==> src/rtl/riscv_pkg.sv <==
`default_nettype none
// ============================================================================
// Module      : riscv_pkg
// Description : Shared constants and types for the RISC-V front end.
//               NOP_INSTR  - addi x0,x0,0, used as the IF/ID bubble payload
//               PC_STEP    - sequential fetch increment (one 32-bit word)
//               fetch_state_t - fetch-stage controller states
// Revision    : 1.0 - initial release
// ============================================================================
package riscv_pkg;

    localparam logic [31:0] NOP_INSTR = 32'h0000_0013;
    localparam logic [31:0] PC_STEP   = 32'd4;

    typedef enum logic [1:0] {
        BOOT = 2'd0,
        RUN  = 2'd1,
        HALT = 2'd2
    } fetch_state_t;

endpackage : riscv_pkg
`default_nettype wire

==> src/rtl/if_id_reg.sv <==
`default_nettype none
// ============================================================================
// Module      : if_id_reg
// Description : IF/ID pipeline register holding {pc, instr, valid}.
//               Flush has priority over enable and inserts a bubble while
//               leaving the PC field untouched.
// Ports       : clk, rst      - clock, synchronous active-high reset
//               en_i          - capture pc_i/instr_i as a valid instruction
//               flush_i       - load bubble (valid=0, instr=NOP)
//               pc_i, instr_i - incoming fetch PC and instruction word
//               pc_o, instr_o, valid_o - register contents
// Revision    : 1.0 - initial release
// ============================================================================
module if_id_reg
    import riscv_pkg::*;
(
    input  logic        clk,
    input  logic        rst,
    input  logic        en_i,
    input  logic        flush_i,
    input  logic [31:0] pc_i,
    input  logic [31:0] instr_i,
    output logic [31:0] pc_o,
    output logic [31:0] instr_o,
    output logic        valid_o
);

    logic [31:0] pc_q;
    logic [31:0] instr_q;
    logic        valid_q;

    always_ff @(posedge clk) begin
        if (rst) begin
            pc_q    <= 32'h0000_0000;
            instr_q <= NOP_INSTR;
            valid_q <= 1'b0;
        end else if (flush_i) begin
            // PC is intentionally kept: only the payload is squashed.
            instr_q <= NOP_INSTR;
            valid_q <= 1'b0;
        end else if (en_i) begin
            pc_q    <= pc_i;
            instr_q <= instr_i;
            valid_q <= 1'b1;
        end
    end

    assign pc_o    = pc_q;
    assign instr_o = instr_q;
    assign valid_o = valid_q;

endmodule : if_id_reg
`default_nettype wire

==> src/rtl/fetch_stage.sv <==
`default_nettype none
// ============================================================================
// Module      : fetch_stage
// Description : Instruction-fetch stage. Owns the PC, addresses a synchronous
//               instruction memory and feeds the IF/ID register.
// Ports       : clk, rst            - clock, synchronous active-high reset
//               pc_w                - PC write enable (0 = stall PC)
//               pipeline_id_en      - IF/ID enable (0 = hold IF/ID)
//               branch_taken_ex     - redirect request from EX
//               branch_target_ex    - redirect target address
//               imem_addr           - instruction memory read address
//               imem_rdata          - word for address registered last edge
//               pc_id, instr_id, valid_id - IF/ID contents to decode
//               fetch_misaligned    - sticky misaligned-redirect error
// Revision    : 1.0 - initial release
// ============================================================================
module fetch_stage
    import riscv_pkg::*;
#(
    parameter logic [31:0] RESET_PC = 32'h0000_0000
) (
    input  logic        clk,
    input  logic        rst,
    input  logic        pc_w,
    input  logic        pipeline_id_en,
    input  logic        branch_taken_ex,
    input  logic [31:0] branch_target_ex,
    output logic [31:0] imem_addr,
    input  logic [31:0] imem_rdata,
    output logic [31:0] pc_id,
    output logic [31:0] instr_id,
    output logic        valid_id,
    output logic        fetch_misaligned
);

    fetch_state_t state_q, state_d;
    logic [31:0]  pc_if_q;
    logic [31:0]  pc_next;
    logic         misaligned_q, misaligned_d;
    logic         target_aligned;
    logic         redirect_ok;
    logic         redirect_bad;
    logic         ifid_flush;
    logic         ifid_en;

    assign target_aligned = (branch_target_ex[1:0] == 2'b00);
    // HALT ignores redirects entirely; only reset leaves it.
    assign redirect_ok    = branch_taken_ex &&  target_aligned && (state_q != HALT);
    assign redirect_bad   = branch_taken_ex && !target_aligned && (state_q != HALT);

    // Next fetch address. imem_addr is driven from this so that pc_if_q
    // always names the word currently arriving on imem_rdata.
    always_comb begin
        pc_next = pc_if_q + PC_STEP;
        if (rst) begin
            pc_next = RESET_PC;
        end else if (state_q == HALT) begin
            pc_next = pc_if_q;
        end else if (redirect_ok) begin
            pc_next = branch_target_ex;
        end else if (redirect_bad) begin
            pc_next = pc_if_q;
        end else if (state_q == BOOT) begin
            pc_next = pc_if_q;
        end else if (!pc_w) begin
            pc_next = pc_if_q;
        end
    end

    assign imem_addr = pc_next;

    always_comb begin
        state_d      = state_q;
        misaligned_d = misaligned_q | redirect_bad;
        case (state_q)
            BOOT:    state_d = redirect_bad ? HALT : RUN;
            RUN:     state_d = redirect_bad ? HALT : RUN;
            HALT:    state_d = HALT;
            default: state_d = BOOT;
        endcase
    end

    always_ff @(posedge clk) begin
        if (rst) begin
            state_q      <= BOOT;
            pc_if_q      <= RESET_PC;
            misaligned_q <= 1'b0;
        end else begin
            state_q      <= state_d;
            pc_if_q      <= pc_next;
            misaligned_q <= misaligned_d;
        end
    end

    // Any redirect outside HALT squashes the wrong-path word; capture only
    // happens in RUN because BOOT's word is re-read rather than consumed.
    assign ifid_flush = branch_taken_ex && (state_q != HALT);
    assign ifid_en    = pipeline_id_en && (state_q == RUN);

    if_id_reg u_if_id_reg (
        .clk     (clk),
        .rst     (rst),
        .en_i    (ifid_en),
        .flush_i (ifid_flush),
        .pc_i    (pc_if_q),
        .instr_i (imem_rdata),
        .pc_o    (pc_id),
        .instr_o (instr_id),
        .valid_o (valid_id)
    );

    assign fetch_misaligned = misaligned_q;

endmodule : fetch_stage
`default_nettype wire

==> config.mk <==
export PLATFORM = sky130hd
export DESIGN_NAME = fetch_stage
export DESIGN_NICKNAME = d
export VERILOG_FILES = /design/src/rtl/riscv_pkg.sv /design/src/rtl/if_id_reg.sv /design/src/rtl/fetch_stage.sv
export SDC_FILE = /design/constraint.sdc
export NUM_CORES = 1
export LEC_CHECK = 0
export ABC_AREA = 1
export BUFFER_PORTS_ARGS = -buffer_cell sky130_fd_sc_hd__buf_2
export CAP_MARGIN = 20
export CORE_MARGIN = 2
export CORE_UTILIZATION = 39
export CTS_CLUSTER_DIAMETER = 150
export DETAILED_ROUTE_END_ITERATION = 10
export GPL_ROUTABILITY_DRIVEN = 0
export HOLD_SLACK_MARGIN = 0.12
export PLACE_DENSITY = 0.71
export SLEW_MARGIN = 25
export SYNTH_ARGS = -nofsm -noshare
export SYNTH_HDL_FRONTEND = slang
export SYNTH_SLANG_ARGS = --single-unit
export TNS_END_PERCENT = 20
==> constraint.sdc <==
create_clock -name clk -period 2.25 [get_ports clk]
set_input_delay 0.1125 -clock clk [delete_from_list [all_inputs] [get_ports clk]]
set_output_delay 0.1125 -clock clk [all_outputs]
set_load 0.03 [all_outputs]
## Yosys cells after proc, flatten, opt, wreduce, memory -nomap -nowiden

Cells that the tools add are included.

- Bits in registers: 100
- Bits in read-only memories: 0
- Bits in writable memories: 0
- Bits of input ports: 69
- Bits in latches: 0
- Memories: 0

- Reductions and logical operators: 12
- Eq/ne operators: 3
- Div/mod/pow operators: 0
- Muxes and demuxes: 8
- Shift operators: 0
- Multiply operators: 0
- Add/subtract/negate cells: 1
- Bitwise gates (word level): 2
- Magnitude comparators: 0

Operators with widths:

| kind | number |
|---|---|
| 32-bit 2-to-1 mux | 6 |
| 32-bit by 3-bit adder with 32-bit output, second input constant | 1 |
| 1-bit logical AND | 6 |
| 2-bit logical NOT | 2 |
| 2-bit one-hot mux with 2 select lines | 1 |
| 2-bit OR reduction | 2 |
| 2-bit by 1-bit == test with 1-bit output, second input constant | 1 |
| 2-bit == test, second input constant | 1 |
| 2-bit 2-to-1 mux | 1 |
| 2-bit != test, second input constant | 1 |
| 2-bit AND reduction | 1 |
| 1-bit logical NOT | 1 |
| 1-bit inverter | 1 |
| 1-bit OR | 1 |

## Depth between registers and ports, before layout

- Depth after elaboration: 8
- Depth in mapped cells: 12
- Depth with buffers taken out: 10

## Hierarchy

A second synthesis with hierarchy kept.

- Cells, all modules: 787
- Area, all modules: 5207.5 µm²

Modules (own cells, without submodules):

| module | instances | cells an instance | seq. area each (µm²) | area each (µm²) |
|---|---|---|---|---|
| fetch_stage | 1 | 436 | 700.7 | 2707.6 |
| if_id_reg | 1 | 351 | 1301.2 | 2499.9 |

## Worst setup path before layout

Ideal clock, no wire load.

- Path kind: flip-flop to output port
- Start: register pc_if_q[2]
- End: output imem_addr[16]
- Arrival time: 1.739 ns
- Data required time: 2.138 ns
- Slack: 0.399 ns
- Stages on the path, launching flop included: 10
- Path buffers: 0
- Cell sequence: dfxtp_1 ha_1 inv_1 nor2_1 nand3_1 nor2_1 nand2_1 nand2_1 nand3_1 a21oi_1

- Word-level cells in the longest chain between the ends: 7

Ends and longest elaborated chain:

| item | RTL line | RTL |
|---|---|---|
| start, declared | fetch_stage.sv:37 | `logic [31:0] pc_if_q;` |
| start signal, assigned | fetch_stage.sv:90 | `pc_if_q <= pc_next;` |
| 32-bit by 3-bit adder with 32-bit output | fetch_stage.sv:54 | `pc_next = pc_if_q + PC_STEP;` |
| 32-bit 2-to-1 mux | fetch_stage.sv:65 | `end else if (!pc_w) begin` |
| 32-bit 2-to-1 mux | fetch_stage.sv:63 | `end else if (state_q == BOOT) begin` |
| 32-bit 2-to-1 mux | fetch_stage.sv:61 | `end else if (redirect_bad) begin` |
| 32-bit 2-to-1 mux | fetch_stage.sv:59 | `end else if (redirect_ok) begin` |
| 32-bit 2-to-1 mux | fetch_stage.sv:57 | `end else if (state_q == HALT) begin` |
| 32-bit 2-to-1 mux | fetch_stage.sv:55 | `if (rst) begin` |
| end, declared | fetch_stage.sv:28 | `output logic [31:0] imem_addr,` |

No other way between the ends.

## Worst setup path in the final report

- Start: register pc_if_q[3]
- End: output imem_addr[20]

The elaborated chain is that of the path after synthesis.

==> flow_summary.yaml <==
outcome:
  status: "completed"
synth:
  netlist_area_um2: 4800
  seq_area_frac_synth_pct: 41.7
  netlist_instances: 717
  yosysMostFrequentCell: "nand2_1"
  synth.distinct_cells: 29
  syn_avg_cell_area_um2: 6.70
  synth.ff_latch_count: 100
  async_flop_share_pct: 0
  synth_nets: 787
  netlist.area_leader.share_pct: 41.7
  synth_common_cells: "nand2_1 (155), a21oi_1 (141), dfxtp_1 (100)"
  synth_edf_count: 0
  ys_top_cells_by_area: "dfxtp_1 (42%), a21oi_1 (15%), nand2_1 (12%), o21ai_0 (7.0%), nand3_1 (5.9%)"
  synthFlopType: "dfxtp_1"
  yosys_warnings: 0
  synth_top_area_cell: "dfxtp_1"
timing:
  finalSetupViolCount: 0
  slew_headroom_pct: 37.8
  tightest_slew_ns: 0.932
  finalCriticalPeriod_ns: 2.18
  fin_crit_sh_pct: 96.9
  rsz0062_at_grt: "true"
  fmax_mhz: 459
  maxSlewViolCount: 0
  fin_skew_ns: 0.00875
  finalHoldViolCount: 0
global_routing:
  grt_max_degree: 67
  grt_pass1_vias: 5208
  gr-usage-all-layers_pct: 24.0
  overflow: 0
  antenna_found_initial: 0
  grt_pass1_wl_mm: 25.2
placement:
  dp_hpwl_mm: 10.8
  portBuffers: 166
clocking:
  insertion_delay_ns: 0.35
  cts_buffer_depth: 2
  clkTransAtPathRegs_ns: 0.07
  htreeDepth: 3
  cts.sinks: 100
  cts_root_buffer: "clkbuf_16"
  cts_buffers: 9
  cts_tree: "built"
run:
  maxCapViolCount: 0
detailed_routing:
  drt_iter0_drc: 280
  dr.pass1.iters: 5
  drc_errors: 0
  ant_nets: 0
  wl_per_cell_um: 14.7
  viasPerCell: 5.10
  drt-total-wl_mm: 16.0
  via_count: 5549
cells_and_area:
  n_fill_cell: 1113
  drive_above_1_share_pct: 27.6
  final_util_pct: 58.4
  num_antenna_cells: 0
  area_growth_pct: 46.1
  layout.nets: 1009
pwr:
  power_density_nw_per_um2: 618
  p_total_w: 0.00434
  clockPowerShare_pct: 33.1
  power.leakage_nw: 3.11
  seq_power_share_pct: 45.3
  combPwrFrac_pct: 21.6
  sw_frac_of_total_pct: 31.1
  switchingPower_w: 0.00135
  p_int_w: 0.00299
  max-vdd-ir-drop_mv: 0.389
floorplanning:
  fp.dieArea_um2: 13200
  ioPinCount: 167
  fp.dieH_um: 115
  die_w_um: 115
  design.core.area_um2: 12000
  row_count: 40
  initial_core_util_pct: 40.0
min_path:
  hp-class: "in2reg"
critical_path:
  cp_max_fo: 5
  worstSetupEndpointType: "output pin"
  cp.required_ns: 2.14
  cp-start-kind: "flop"
  cp_data_arrival_time_ns: 2.07
  path_class: "reg2out"
worst max-delay path, stage by stage, from the launching register on:
cell and delay [ns]:
dfxtp_2 0.39, ha_2 0.20, inv_1 0.07, nor2_4 0.14, nand3_4 0.13, nor2_1 0.18
a21o_1 0.13, nand3_1 0.10, a21oi_1 0.18, buf_4 0.19
metal layers:
metal	track usage (%)	vias up	share of wire (%)	wire (µm)
li1	-	2830	-	-
met1	30.6	2520	44	6990
met2	39.2	185	48	7640
met3	7.01	14	7.3	1170
met4	7.63	0	1.2	191
met5	0	-	0	0
sequential cells by signal, indices dropped and copies added, names as in the netlist:
name and cells:
pc_if_q 32, u_if_id_reg.instr_o 32, u_if_id_reg.pc_o 32, state_q 2
fetch_misaligned 1, u_if_id_reg.valid_o 1
kinds of logic (layout without fill, tap and decap cells):
group | count (synthesis) | after routing | synth area share, %
muxes | 1 | 1 | 0.208
buffers and inverters | 93 | 318 | 7.68
and+or+nand+nor | 307 | 307 | 27.4
adders and majority gates | 1 | 1 | 0.260
AOI/OAI and AO/OA | 214 | 214 | 22.6
xor gates and xnor gates | 1 | 1 | 0.182
DFF | 100 | 100 | 41.7
power groups by stage:
stage | combinational, W | clock [W] | sequential (W)
3_3_place_gp | 0.000782 | 0 | 0.00199
5_1_grt | 0.00102 | 0.00154 | 0.00198
2_1_floorplan | 0.000467 | 0 | 0.00204
6_report | 0.000937 | 0.00144 | 0.00196
3_5_place_dp | 0.000786 | 0 | 0.00199
4_1_cts | 0.000876 | 0.00146 | 0.00195
path summary, 6_finish.rpt:
check / startpoint / endpoint / slack, ns / cells after the start
worst max-delay path: pc_if_q[3] / imem_addr[20] / 0.07 / 9
worst min-delay path: branch_target_ex[21] / pc_if_q[21] / 0.13 / 3
worst max register to register: state_q[0] / u_if_id_reg.instr_o[31] / 0.45 / 7
worst min register to register: u_if_id_reg.instr_o[12] / u_if_id_reg.instr_o[12] / 0.46 / 2
layout by cell type (no fill, tap or decap), types with 2 or more instances in the layout:
cell | synthesis | layout
nor3_1 | 2 | 2
nand3_4 | 1 | 5
clkbuf_4 | 0 | 8
dlygate4sd3_1 | 0 | 63
inv_2 | 4 | 2
o21ai_0 | 67 | 67
dfxtp_2 | 0 | 16
nor2_4 | 0 | 11
dfxtp_1 | 100 | 83
nand2_1 | 155 | 154
clkinv_4 | 0 | 2
buf_12 | 0 | 4
buf_6 | 2 | 2
a21oi_1 | 141 | 138
clkinvlp_4 | 0 | 3
nand4_1 | 7 | 7
buf_4 | 0 | 17
nand3b_1 | 5 | 5
nor2_2 | 5 | 12
nand3_1 | 57 | 53
nand2_2 | 2 | 2
nand3_2 | 3 | 3
a21o_1 | 2 | 2
clkbuf_16 | 0 | 10
nor2_1 | 68 | 50
a21oi_2 | 0 | 3
inv_1 | 53 | 53
buf_2 | 4 | 152
final cells by class:
type	count	area [µm²]	area share, %
multi-input combinational	524	2610	37.2
inverter	57	224	3.19
clock inverter	4	27.5	0.392
sequential	100	2030	28.9
timing repair buffer	247	1710	24.3
tap	147	184	2.62
clock buffer	10	239	3.41
repair_timing:
item	in CTS	in global routing
pin swaps	0	3
endpoints found under the setup margin	14	30
resized for setup	10	82
buffers inserted	0	4
hold buffers	63	0
hold endpoints to repair	63	0
cloned	0	1
stage by stage:
| step | area [µm²] | hold WS (ns) | setup TNS, ns | std cells | setup WS [ns] |
|---|---|---|---|---|---|
| final | 7020 | 0.130 | 0 | 1089 | 0.0692 |
| after floorplan | 4800 | 0.189 | 0 | 717 | 0.399 |
| after global placement | 5790 | 0.327 | 0 | 1007 | 0.233 |
| after detailed placement | 5790 | 0.338 | 0 | 1007 | 0.246 |
| after global routing | 7020 | 0.182 | -0.182 | 1089 | -0.0366 |
| after CTS | 6720 | 0.137 | -0.0222 | 1084 | -0.0153 |
Note: power is estimated with default switching activity, not from simulation.
